### src/rtl/result_stream_writer.sv
// Result stream writer: packs a byte stream into little-endian 32-bit words,
// buffers them in a small word FIFO and writes each frame to memory through an
// Avalon-MM write master, starting every frame at BASE_ADDR.
module result_stream_writer #(
  parameter int ADDR_W     = 17,
  parameter int BASE_ADDR  = 0,
  parameter int FIFO_DEPTH = 16
) (
  input  logic              clk,
  input  logic              reset,
  input  logic [7:0]        st_data,
  input  logic              st_valid,
  input  logic              st_sof,
  input  logic              st_eof,
  output logic              st_ready,
  output logic [ADDR_W-1:0] avl_address,
  output logic              avl_write,
  output logic [31:0]       avl_writedata,
  output logic [3:0]        avl_byteenable,
  input  logic              avl_waitrequest,
  output logic              frame_done,
  output logic [15:0]       frame_cnt,
  output logic              err_sync
);

  localparam int PTR_W = $clog2(FIFO_DEPTH);
  localparam logic [ADDR_W-1:0] BASE = ADDR_W'(BASE_ADDR);

  typedef enum logic [1:0] {IDLE, RUN, DRAIN, DONE} state_t;

  // Word seen by the FIFO: lanes below the current lane come from the held
  // bytes, the current lane is the incoming byte, lanes above are zero.
  function automatic logic [31:0] merge_word(input logic [31:0] held,
                                             input logic [1:0]  lane,
                                             input logic [7:0]  data);
    logic [31:0] w;
    w = '0;
    for (int i = 0; i < 4; i++) begin
      if (i < int'(lane))
        w[i*8 +: 8] = held[i*8 +: 8];
      else if (i == int'(lane))
        w[i*8 +: 8] = data;
    end
    return w;
  endfunction

  // Byte enables for lanes 0..lane.
  function automatic logic [3:0] lane_mask(input logic [1:0] lane);
    logic [3:0] m;
    m = '0;
    for (int i = 0; i < 4; i++) begin
      if (i <= int'(lane))
        m[i] = 1'b1;
    end
    return m;
  endfunction

  state_t            state, state_nxt;
  logic              take;
  logic              err_set;
  logic              fifo_full, fifo_empty;
  logic              pop;
  logic [PTR_W:0]    wr_ptr, rd_ptr;
  logic [ADDR_W-1:0] addr_q;

  // ---- stage p0: byte packer ----
  logic [1:0]  lane_p0;
  logic [31:0] pack_p0;
  logic        vld_p0;
  logic [31:0] word_p0;
  logic [3:0]  be_p0;

  // ---- stage p1: word FIFO towards the Avalon master ----
  logic [31:0] fifo_data_p1 [FIFO_DEPTH];
  logic [3:0]  fifo_be_p1   [FIFO_DEPTH];

  assign fifo_empty = (wr_ptr == rd_ptr);
  assign fifo_full  = (wr_ptr[PTR_W] != rd_ptr[PTR_W]) &&
                      (wr_ptr[PTR_W-1:0] == rd_ptr[PTR_W-1:0]);
  assign pop        = !fifo_empty && !avl_waitrequest;

  assign word_p0 = merge_word(pack_p0, lane_p0, st_data);
  assign be_p0   = lane_mask(lane_p0);
  assign vld_p0  = take && ((lane_p0 == 2'd3) || st_eof);

  // Head of the FIFO is presented directly; an empty FIFO shows all zeros.
  assign avl_write      = !fifo_empty;
  assign avl_writedata  = fifo_empty ? 32'h0 : fifo_data_p1[rd_ptr[PTR_W-1:0]];
  assign avl_byteenable = fifo_empty ? 4'h0  : fifo_be_p1[rd_ptr[PTR_W-1:0]];
  assign avl_address    = addr_q;

  // Frame state register.
  always_ff @(posedge clk or posedge reset) begin
    if (reset)
      state <= IDLE;
    else
      state <= state_nxt;
  end

  // Next-state, handshake and error detection.
  always_comb begin
    state_nxt  = state;
    st_ready   = 1'b0;
    frame_done = 1'b0;
    take       = 1'b0;
    err_set    = 1'b0;
    case (state)
      IDLE: begin
        st_ready = 1'b1;
        if (st_valid) begin
          if (st_sof) begin
            take      = 1'b1;
            state_nxt = st_eof ? DRAIN : RUN;
          end else begin
            err_set = 1'b1;
          end
        end
      end
      RUN: begin
        st_ready = !fifo_full;
        if (st_valid && !fifo_full) begin
          take = 1'b1;
          if (st_sof)
            err_set = 1'b1;
          if (st_eof)
            state_nxt = DRAIN;
        end
      end
      DRAIN: begin
        if (fifo_empty)
          state_nxt = DONE;
      end
      DONE: begin
        frame_done = 1'b1;
        state_nxt  = IDLE;
      end
      default: state_nxt = IDLE;
    endcase
  end

  // Lane position within the current word; restarts after every push.
  always_ff @(posedge clk or posedge reset) begin
    if (reset)
      lane_p0 <= 2'd0;
    else if (take)
      lane_p0 <= vld_p0 ? 2'd0 : lane_p0 + 2'd1;
  end

  // Held bytes of the partial word; stale lanes are masked by merge_word.
  always_ff @(posedge clk) begin
    if (take)
      pack_p0[{lane_p0, 3'b000} +: 8] <= st_data;
  end

  // FIFO storage write.
  always_ff @(posedge clk) begin
    if (vld_p0) begin
      fifo_data_p1[wr_ptr[PTR_W-1:0]] <= word_p0;
      fifo_be_p1[wr_ptr[PTR_W-1:0]]   <= be_p0;
    end
  end

  // FIFO pointers; push and pop in the same cycle leave occupancy unchanged.
  always_ff @(posedge clk or posedge reset) begin
    if (reset) begin
      wr_ptr <= '0;
      rd_ptr <= '0;
    end else begin
      if (vld_p0)
        wr_ptr <= wr_ptr + (PTR_W+1)'(1);
      if (pop)
        rd_ptr <= rd_ptr + (PTR_W+1)'(1);
    end
  end

  // Write address: advances per accepted write, rewinds at the end of a frame.
  always_ff @(posedge clk or posedge reset) begin
    if (reset)
      addr_q <= BASE;
    else if (state == DONE)
      addr_q <= BASE;
    else if (pop)
      addr_q <= addr_q + ADDR_W'(1);
  end

  // Completed-frame counter and sticky framing error.
  always_ff @(posedge clk or posedge reset) begin
    if (reset) begin
      frame_cnt <= 16'd0;
      err_sync  <= 1'b0;
    end else begin
      if (state == DONE)
        frame_cnt <= frame_cnt + 16'd1;
      if (err_set)
        err_sync <= 1'b1;
    end
  end

endmodule
### config.mk
export PLATFORM = sky130hd
export DESIGN_NAME = result_stream_writer
export DESIGN_NICKNAME = d
export VERILOG_FILES = /design/src/rtl/result_stream_writer.sv
export SDC_FILE = /design/constraint.sdc
export NUM_CORES = 1
export LEC_CHECK = 0
export BUFFER_PORTS_ARGS = -buffer_cell sky130_fd_sc_hd__buf_2
export CAP_MARGIN = 10
export CORE_ASPECT_RATIO = 1.1
export CORE_MARGIN = 1
export CORE_UTILIZATION = 50
export DETAILED_ROUTE_END_ITERATION = 7
export PLACE_DENSITY = 0.66
export SLEW_MARGIN = 20
export SYNTH_ARGS = -nofsm -noshare
export SYNTH_HDL_FRONTEND = slang
export SYNTH_SLANG_ARGS = --single-unit
### constraint.sdc
create_clock -name clk -period 3.4 [get_ports clk]
set_clock_uncertainty 0.2 [all_clocks]
set_input_delay 0.17 -clock clk [delete_from_list [all_inputs] [get_ports clk]]
set_output_delay 0.17 -clock clk [all_outputs]
set_load 0.1 [all_outputs]
==> flow_summary_export.csv, run 1 <==
group,metric,value,unit
logic_synthesis,syn_avg_cell_area,19.63,sq um
routing,routed_wl,55190,um
routing,drc_errors,0,
critical_path,critPathCapture,"avl_writedata[30]",
critical_path,r2r-end,"state[0]",
die,die_x,216.6,um
worst_hold_path,hp-class,"in2async",
routing,vias,12646,
clock_network,clk_pin_slew_worst_paths,0.06,ns
routing,avgRoutedWirePerCell,25.42,um
placed_design,place_area,27270,sq um
critical_path,cp.arrival,2.94,ns
finish,final_core_util,58.98,%
critical_path,reg2reg_from,"rd_ptr[0]",
critical_path,startpoint,"rd_ptr[0]",
sta,slew_viol_final,0,
finish,final_nets,1493,
routing,vias_per_cell,5.825,
logic_synthesis,ys_types,45,
finish,syn_to_final_growth,16.57,%
clock_network,cts_tree,"done",
sta,setup_viol_count_final,0,
logic_synthesis,synth-seq-area-share,74.01,%
power,internal_power,0.01673,W
power,power_density,953.3,nW/um^2
routing,ant_nets,0,
sta,period_needed,3.314,ns
logic_synthesis,synth_nets,1322,
sta,fmax,301.8,MHz
placed_design,dp.cells,2037,
finish,finalNonFillerCells,2171,
critical_path,cpPeakStageDelay,0.57,ns
logic_synthesis,synth_top_area_share,69.27,%
die,core_area,50040,sq um
die,dieArea,51540,sq um
grt,grt_pass1_wl,83550,um
power,p_leak,9.973,nW
logic_synthesis,netlist_top_cells_count,"edfxtp_1 (584), mux4_2 (140), a211oi_1 (73), dfrtp_1 (48), nand2_1 (46)",
job,maxCapViolations,0,
logic_synthesis,synthAdderAreaFrac,0.8895,%
logic_synthesis,yosys_warnings,0,
sta,rsz0062_at_grt,"yes",
die,num_rows,86,
clock_network,cts_buffer_depth,3,
logic_synthesis,ys_ff_latch,632,
die,initial_core_util,50.60,%
sta,slew_headroom,41.83,%
power,comb_power_share,42.3,%
critical_path,regToRegSetupSlack,0.25,ns
sta,max_slew.worst_pin.slew,0.8715,ns
sta,min_period_over_period,97.46,%
grt,track_usage,22.13,%
critical_path,worstRegToRegCells,8,
die,fp.dieH,238.0,um
placed_design,numPortBuffers,86,
critical_path,path_class,"reg2out",
routing,firstDrtPassIters,7,
logic_synthesis,synthSimpleGateAreaFrac,4.561,%
clock_network,numCtsBuffers,60,
sta,hold_violations,0,
logic_synthesis,syn_inst,1290,
clock_network,insertion_delay,0.63,ns
logic_synthesis,async_reset_ff_share,7.595,%
routing,dr.first_iter.drc_count,1139,
critical_path,cp_cell_sequence,"buf_4, mux4_2, nor2b_1, a211oi_1, a211oi_2, buf_2",
logic_synthesis,synth_ff_type,"edfxtp_1",
critical_path,critPathCaptureType,"primary output",
logic_synthesis,synth_top_family_by_area,"multiplexers",
critical_path,critPathLaunchType,"register",
grt,grt_start_max_net_pins,76,
logic_synthesis,synth_xor_area_share,1.280,%
clock_network,htreeDepth,2,
logic_synthesis,synth_most_common_cell,"edfxtp_1",
power,swShare,40.54,%
finish,stdcell_area,29510,sq um
placed_design,place_hpwl,32220,um
power,ir_drop,972.7,uV
outcome,outcome,"complete, no violations",
finish,drive_gt1_share,31.26,%
critical_path,cp_max_fo,11,
logic_synthesis,syn_area,25320,sq um
clock_network,root_buffer,"clkbuf_16",
logic_synthesis,synth_largest_area_cell,"edfxtp_1",
grt,gr-total-overflow,0,
logic_synthesis,synth_mux_area_share,14.53,%
grt,grt_pass1_vias,13087,
power,switchingPower,0.01141,W
power,power_frac_clock,23.2,%
logic_synthesis,synth_edf_count,584,
logic_synthesis,synth-compound-area-share,3.277,%
critical_path,crit_path_top_delay_cell,"dfrtp_4",
placed_design,routabilityCongestion,0.7950,
logic_synthesis,synthTopCellsByArea,"edfxtp_1 (69%), mux4_2 (12%), dfrtp_1 (4.7%)",
die,num_io_pins,87,
power,seqPwrFrac,34.6,%
grt,antenna_found_initial,1,
critical_path,crit_required,3.03,ns
clock_network,cts.sinks,632,
## layer usage
metal | vias up | track usage [%] | part of all wire [%]
li1 | 5567 | - | -
met1 | 6638 | 30.19 | 42
met2 | 366 | 36.53 | 50
met3 | 75 | 4.716 | 6.2
met4 | 0 | 5.548 | 1.9
met5 | - | 0 | 0
## area by class of cell
type                            instances  area (sq um)
Fill cell                            3643         20520
Sequential cell                       632         18750
Multi-Input combinational cell        573          6426
Clock buffer                           80          1607
Timing Repair Buffer                  179          1530
Tap cell                              660         825.8
Clock inverter                         31         310.3
Inverter                               15         57.56
Antenna cell                            1         2.502
## worst min-delay path by stage
stage	start	cells after the start	to	slack (ns)
4_1_cts	reset	3	avl_address[14]	0.17
3_3_place_gp	frame_cnt[15]	1	frame_cnt[15]	0.25
5_1_grt	reset	3	avl_address[14]	0.11
2_1_floorplan	st_valid	1	err_sync	0.09
6_report	reset	3	avl_address[14]	0.04
3_5_place_dp	frame_cnt[15]	1	frame_cnt[15]	0.26
## kinds of logic (layout without fill, tap and decap cells)
group / count (synthesis) / in the layout
other cells: 0 / 1
fa+ha+maj: 18 / 18
simple gates: 206 / 206
flops: 632 / 632
compound gates: 121 / 121
mux: 191 / 191
buf+inv: 85 / 305
xor+xnor: 37 / 37
## metrics by stage
| stage | power (W) | hold WS [ns] | setup WS [ns] | setup TNS [ns] |
|---|---|---|---|---|
| 2_1_floorplan | 0.01893 | 0.08694 | 0.3529 | 0 |
| 3_3_place_gp | 0.02147 | 0.2496 | 0.5743 | 0 |
| 3_5_place_dp | 0.02158 | 0.2593 | 0.5194 | 0 |
| 4_1_cts | 0.02829 | 0.1654 | 0.002308 | 0 |
| 5_1_grt | 0.02922 | 0.1144 | -0.03520 | -0.09265 |
| 6_report | 0.02813 | 0.04278 | 0.08624 | 0 |
## worst max-delay path, delay by kind of cell (launching register included)
kind	cells	cell delay [ns]
AOI/OAI and AO/OA	2	0.43
DFF	1	0.57
muxes	1	0.53
buffers and inverters	2	0.63
and+or+nand+nor	1	0.14
## placed cells by master, fill, tap and decap left out, drive strengths merged, types with 10 or more instances in the layout
master and instances:
nand2 46, nor2b 37, xor2 10, nand4 10, a211oi 73, nor2 22, buf 158, mux4 140
and2 42, ha 18, nand3 12, o21ai 24, xnor2 27, clkbuf 85, a21oi 13, mux2i 38
inv 19, clkinv 19, edfxtp 584, mux2 13, and3 10, dfrtp 48, dlygate4sd3 15
## sequential cells by signal, indices dropped and copies added (netlist names)
register / flops
pack_p0: 24
state: 2
fifo_data_p1: 512
avl_address: 17
fifo_be_p1: 48
err_sync: 1
rd_ptr: 5
wr_ptr: 5
frame_cnt: 16
lane_p0: 2
## power groups by stage
stage / combinational, W / sequential (W) / clock, W
final: 0.0119 / 0.00972 / 0.00651
after global routing: 0.0125 / 0.00976 / 0.00693
after CTS: 0.0119 / 0.00973 / 0.00663
after detailed placement: 0.0117 / 0.00988 / 0
after global placement: 0.0116 / 0.00986 / 0
after floorplan: 0.00883 / 0.0101 / 0
## timing repair
action,4_1_cts,5_1_grt
buffers inserted,1,4
endpoints found under the hold margin,156,0
gates resized for setup,7,15
pin swaps,0,0
cloned,2,0
hold buffers,15,0
endpoints found under the setup margin,33,31
Power figures use the tool's default switching activity.
==> run 2, diff against run 1 <==
--- a/config.mk
+++ b/config.mk
@@ -7,11 +7,13 @@
 export LEC_CHECK = 0
 export BUFFER_PORTS_ARGS = -buffer_cell sky130_fd_sc_hd__buf_2
 export CAP_MARGIN = 10
+export CELL_PAD_IN_SITES_DETAIL_PLACEMENT = 1
+export CELL_PAD_IN_SITES_GLOBAL_PLACEMENT = 2
 export CORE_ASPECT_RATIO = 1.1
 export CORE_MARGIN = 1
-export CORE_UTILIZATION = 50
+export CORE_UTILIZATION = 48
 export DETAILED_ROUTE_END_ITERATION = 7
-export PLACE_DENSITY = 0.66
+export PLACE_DENSITY = 0.84
 export SLEW_MARGIN = 20
 export SYNTH_ARGS = -nofsm -noshare
 export SYNTH_HDL_FRONTEND = slang
==> run 2 against run 1 <==
Final area about the same. Clock power rose by 8.3%. Critical path depth is the same. Sequential cell count stayed put. Register-to-register slack improved by 0.21 ns. Via count up 2.1%. Non-clock buffer count down 17. Utilization shrank 1.9 points. Highest routed layer unchanged.
==> flow_summary_export.csv, run 2 (same netlist as run 1, synthesis figures left out) <==
group,metric,value,unit
outcome,outcome,"complete, no violations",
worst_hold_path,hp-class,"in2reg",
critical_path,critPathLaunchType,"register",
routing,dr.first_iter.drc_count,988,
grt,grt_pass1_wl,90580,um
clock_network,root_buffer,"clkbuf_16",
sta,period_needed,3.346,ns
clock_network,htreeDepth,3,
finish,final_core_util,57.06,%
critical_path,critPathTopFamily,"buffers and inverters",
die,die_x,221.0,um
clock_network,insertion_delay,0.60,ns
critical_path,critPathCaptureType,"primary output",
clock_network,numCtsBuffers,66,
routing,ant_nets,0,
sta,fin_hold_ws,0.05223,ns
placed_design,place_hpwl,33890,um
clock_network,clk_pin_slew_worst_paths,0.06,ns
critical_path,crit_required,3.03,ns
grt,antenna_found_initial,1,
die,num_io_pins,87,
power,p_leak,9.959,nW
finish,stdcell_area,29500,sq um
finish,syn_to_final_growth,16.53,%
finish,final_nets,1482,
die,dieArea,53670,sq um
routing,vias,12916,
critical_path,path_class,"reg2out",
die,num_rows,87,
finish,mostFrequentLayoutCells,"edfxtp_1 (584), mux4_2 (140), buf_2 (82), clkbuf_16 (71), nand2_1 (46)",
grt,grt_start_max_net_pins,144,
finish,final_common_cell,"edfxtp_1",
grt,track_usage,22.94,%
sta,hold_violations,0,
clock_network,cts_tree,"done",
die,initial_core_util,48.97,%
sta,fmax,298.9,MHz
grt,grt_pass1_vias,14020,
placed_design,dp.cells,2033,
critical_path,cpPeakStageDelay,0.59,ns
job,maxCapViolations,0,
critical_path,cp_num_buf_inv,2,
sta,setup_viol_count_final,0,
critical_path,cp_max_fo,13,
routing,firstDrtPassIters,5,
die,core_area,51710,sq um
clock_network,cts.sinks,632,
power,power_density,968.9,nW/um^2
placed_design,routabilityCongestion,0.7753,
critical_path,crit_path_top_delay_cell,"dfrtp_4",
sta,max_slew.worst_pin.slew,0.8353,ns
sta,slew_viol_final,0,
power,report.power.total,0.02859,W
critical_path,cp_cell_sequence,"buf_4, mux4_2, nor2b_1, a211oi_1, a211oi_2, buf_2",
routing,drc_errors,0,
sta,min_period_over_period,98.40,%
placed_design,place_area,27190,sq um
finish,finalNonFillerCells,2166,
critical_path,cp.arrival,2.98,ns
sta,slew_headroom,44.19,%
finish,largest_reg_flops,512,
placed_design,numPortBuffers,86,
clock_network,cts_buffer_depth,3,
finish,drive_gt1_share,30.51,%
power,ir_drop,936.7,uV
routing,avgRoutedWirePerCell,27.60,um
sta,rsz0062_at_grt,"yes",
die,fp.dieH,242.9,um
routing,vias_per_cell,5.963,
grt,gr-total-overflow,0,
routing,routed_wl,59780,um
-- run 2: cell types whose count changed in the layout (fill, tap and decap cells not counted), moves of 3 or more --
| cell | before | now |
|---|---|---|
| clkinv_1 | 8 | 15 |
| clkbuf_4 | 5 | 1 |
| buf_6 | 5 | 2 |
| clkinvlp_4 | 4 | 0 |
| buf_2 | 78 | 82 |
| clkinv_4 | 3 | 0 |
| clkbuf_16 | 60 | 71 |
| buf_4 | 53 | 43 |
-- run 2: power by group --
part	switching, W	leakage (nW)	total [W]	internal (W)
Sequential	0.000301	5.98	0.00975	0.00945
Clock	0.00286	1.03	0.00705	0.00419
Combinational	0.00831	2.95	0.0118	0.00347
Total	0.0115	9.96	0.0286	0.0171
-- run 2: stage by stage --
stage                  TNS, ns  setup slack (ns)
floorplan                    0            0.3529
global placement             0            0.4050
detailed placement           0            0.3422
CTS                 -0.0003129        -0.0003129
global route           -0.3696          -0.04741
finish                       0           0.05423
-- run 2: layer usage --
| metal | vias up | track usage [%] | share of wire [%] |
|---|---|---|---|
| met5 | - | 0 | 0 |
| met4 | 0 | 7.260 | 2.2 |
| met3 | 83 | 3.583 | 5.0 |
| met2 | 361 | 39.16 | 51 |
| met1 | 6931 | 30.41 | 41 |
| li1 | 5541 | - | - |
-- run 2: worst reg2reg max path, delay by kind of cell, from the launching register on --
kind	cells	cell delay, ns
compound gates	2	0.39
fa+ha+maj	1	0.26
buf+inv	2	0.73
flops	1	0.40
simple gates	3	0.56
-- run 2: final cells by class --
type | count | area [sq um]
inverters | 15 | 56.30
repair buffers | 162 | 1329
flip-flops and latches | 632 | 18750
diodes | 1 | 2.502
well taps | 667 | 834.6
clock buffers | 87 | 1847
fillers | 4469 | 22200
clock inverters | 29 | 255.2
multi-input cells | 573 | 6426
-- run 2: final timing paths --
kind / startpoint / to / slack [ns] / cells past startpoint
setup / recovery: rd_ptr[0] / avl_writedata[6] / 0.05 / 6
hold / removal: st_sof / state[1] / 0.05 / 5
setup reg to reg: state[1] / fifo_data_p1[2][23] / 0.46 / 8
hold reg to reg: frame_cnt[15] / frame_cnt[15] / 0.27 / 1
max in group asynchronous: reset / frame_cnt[14] / 2.15 / 4
min in group asynchronous: reset / rd_ptr[0] / 0.08 / 3
-- run 2: timing repair --
item                       4_1_cts  5_1_grt
gates resized for setup          6       10
setup endpoints to repair       18       19
hold buffers                    13        0
pin swaps                        0        0
gates cloned                     0        0
hold endpoints to repair        73        0
setup buffers                    2        1
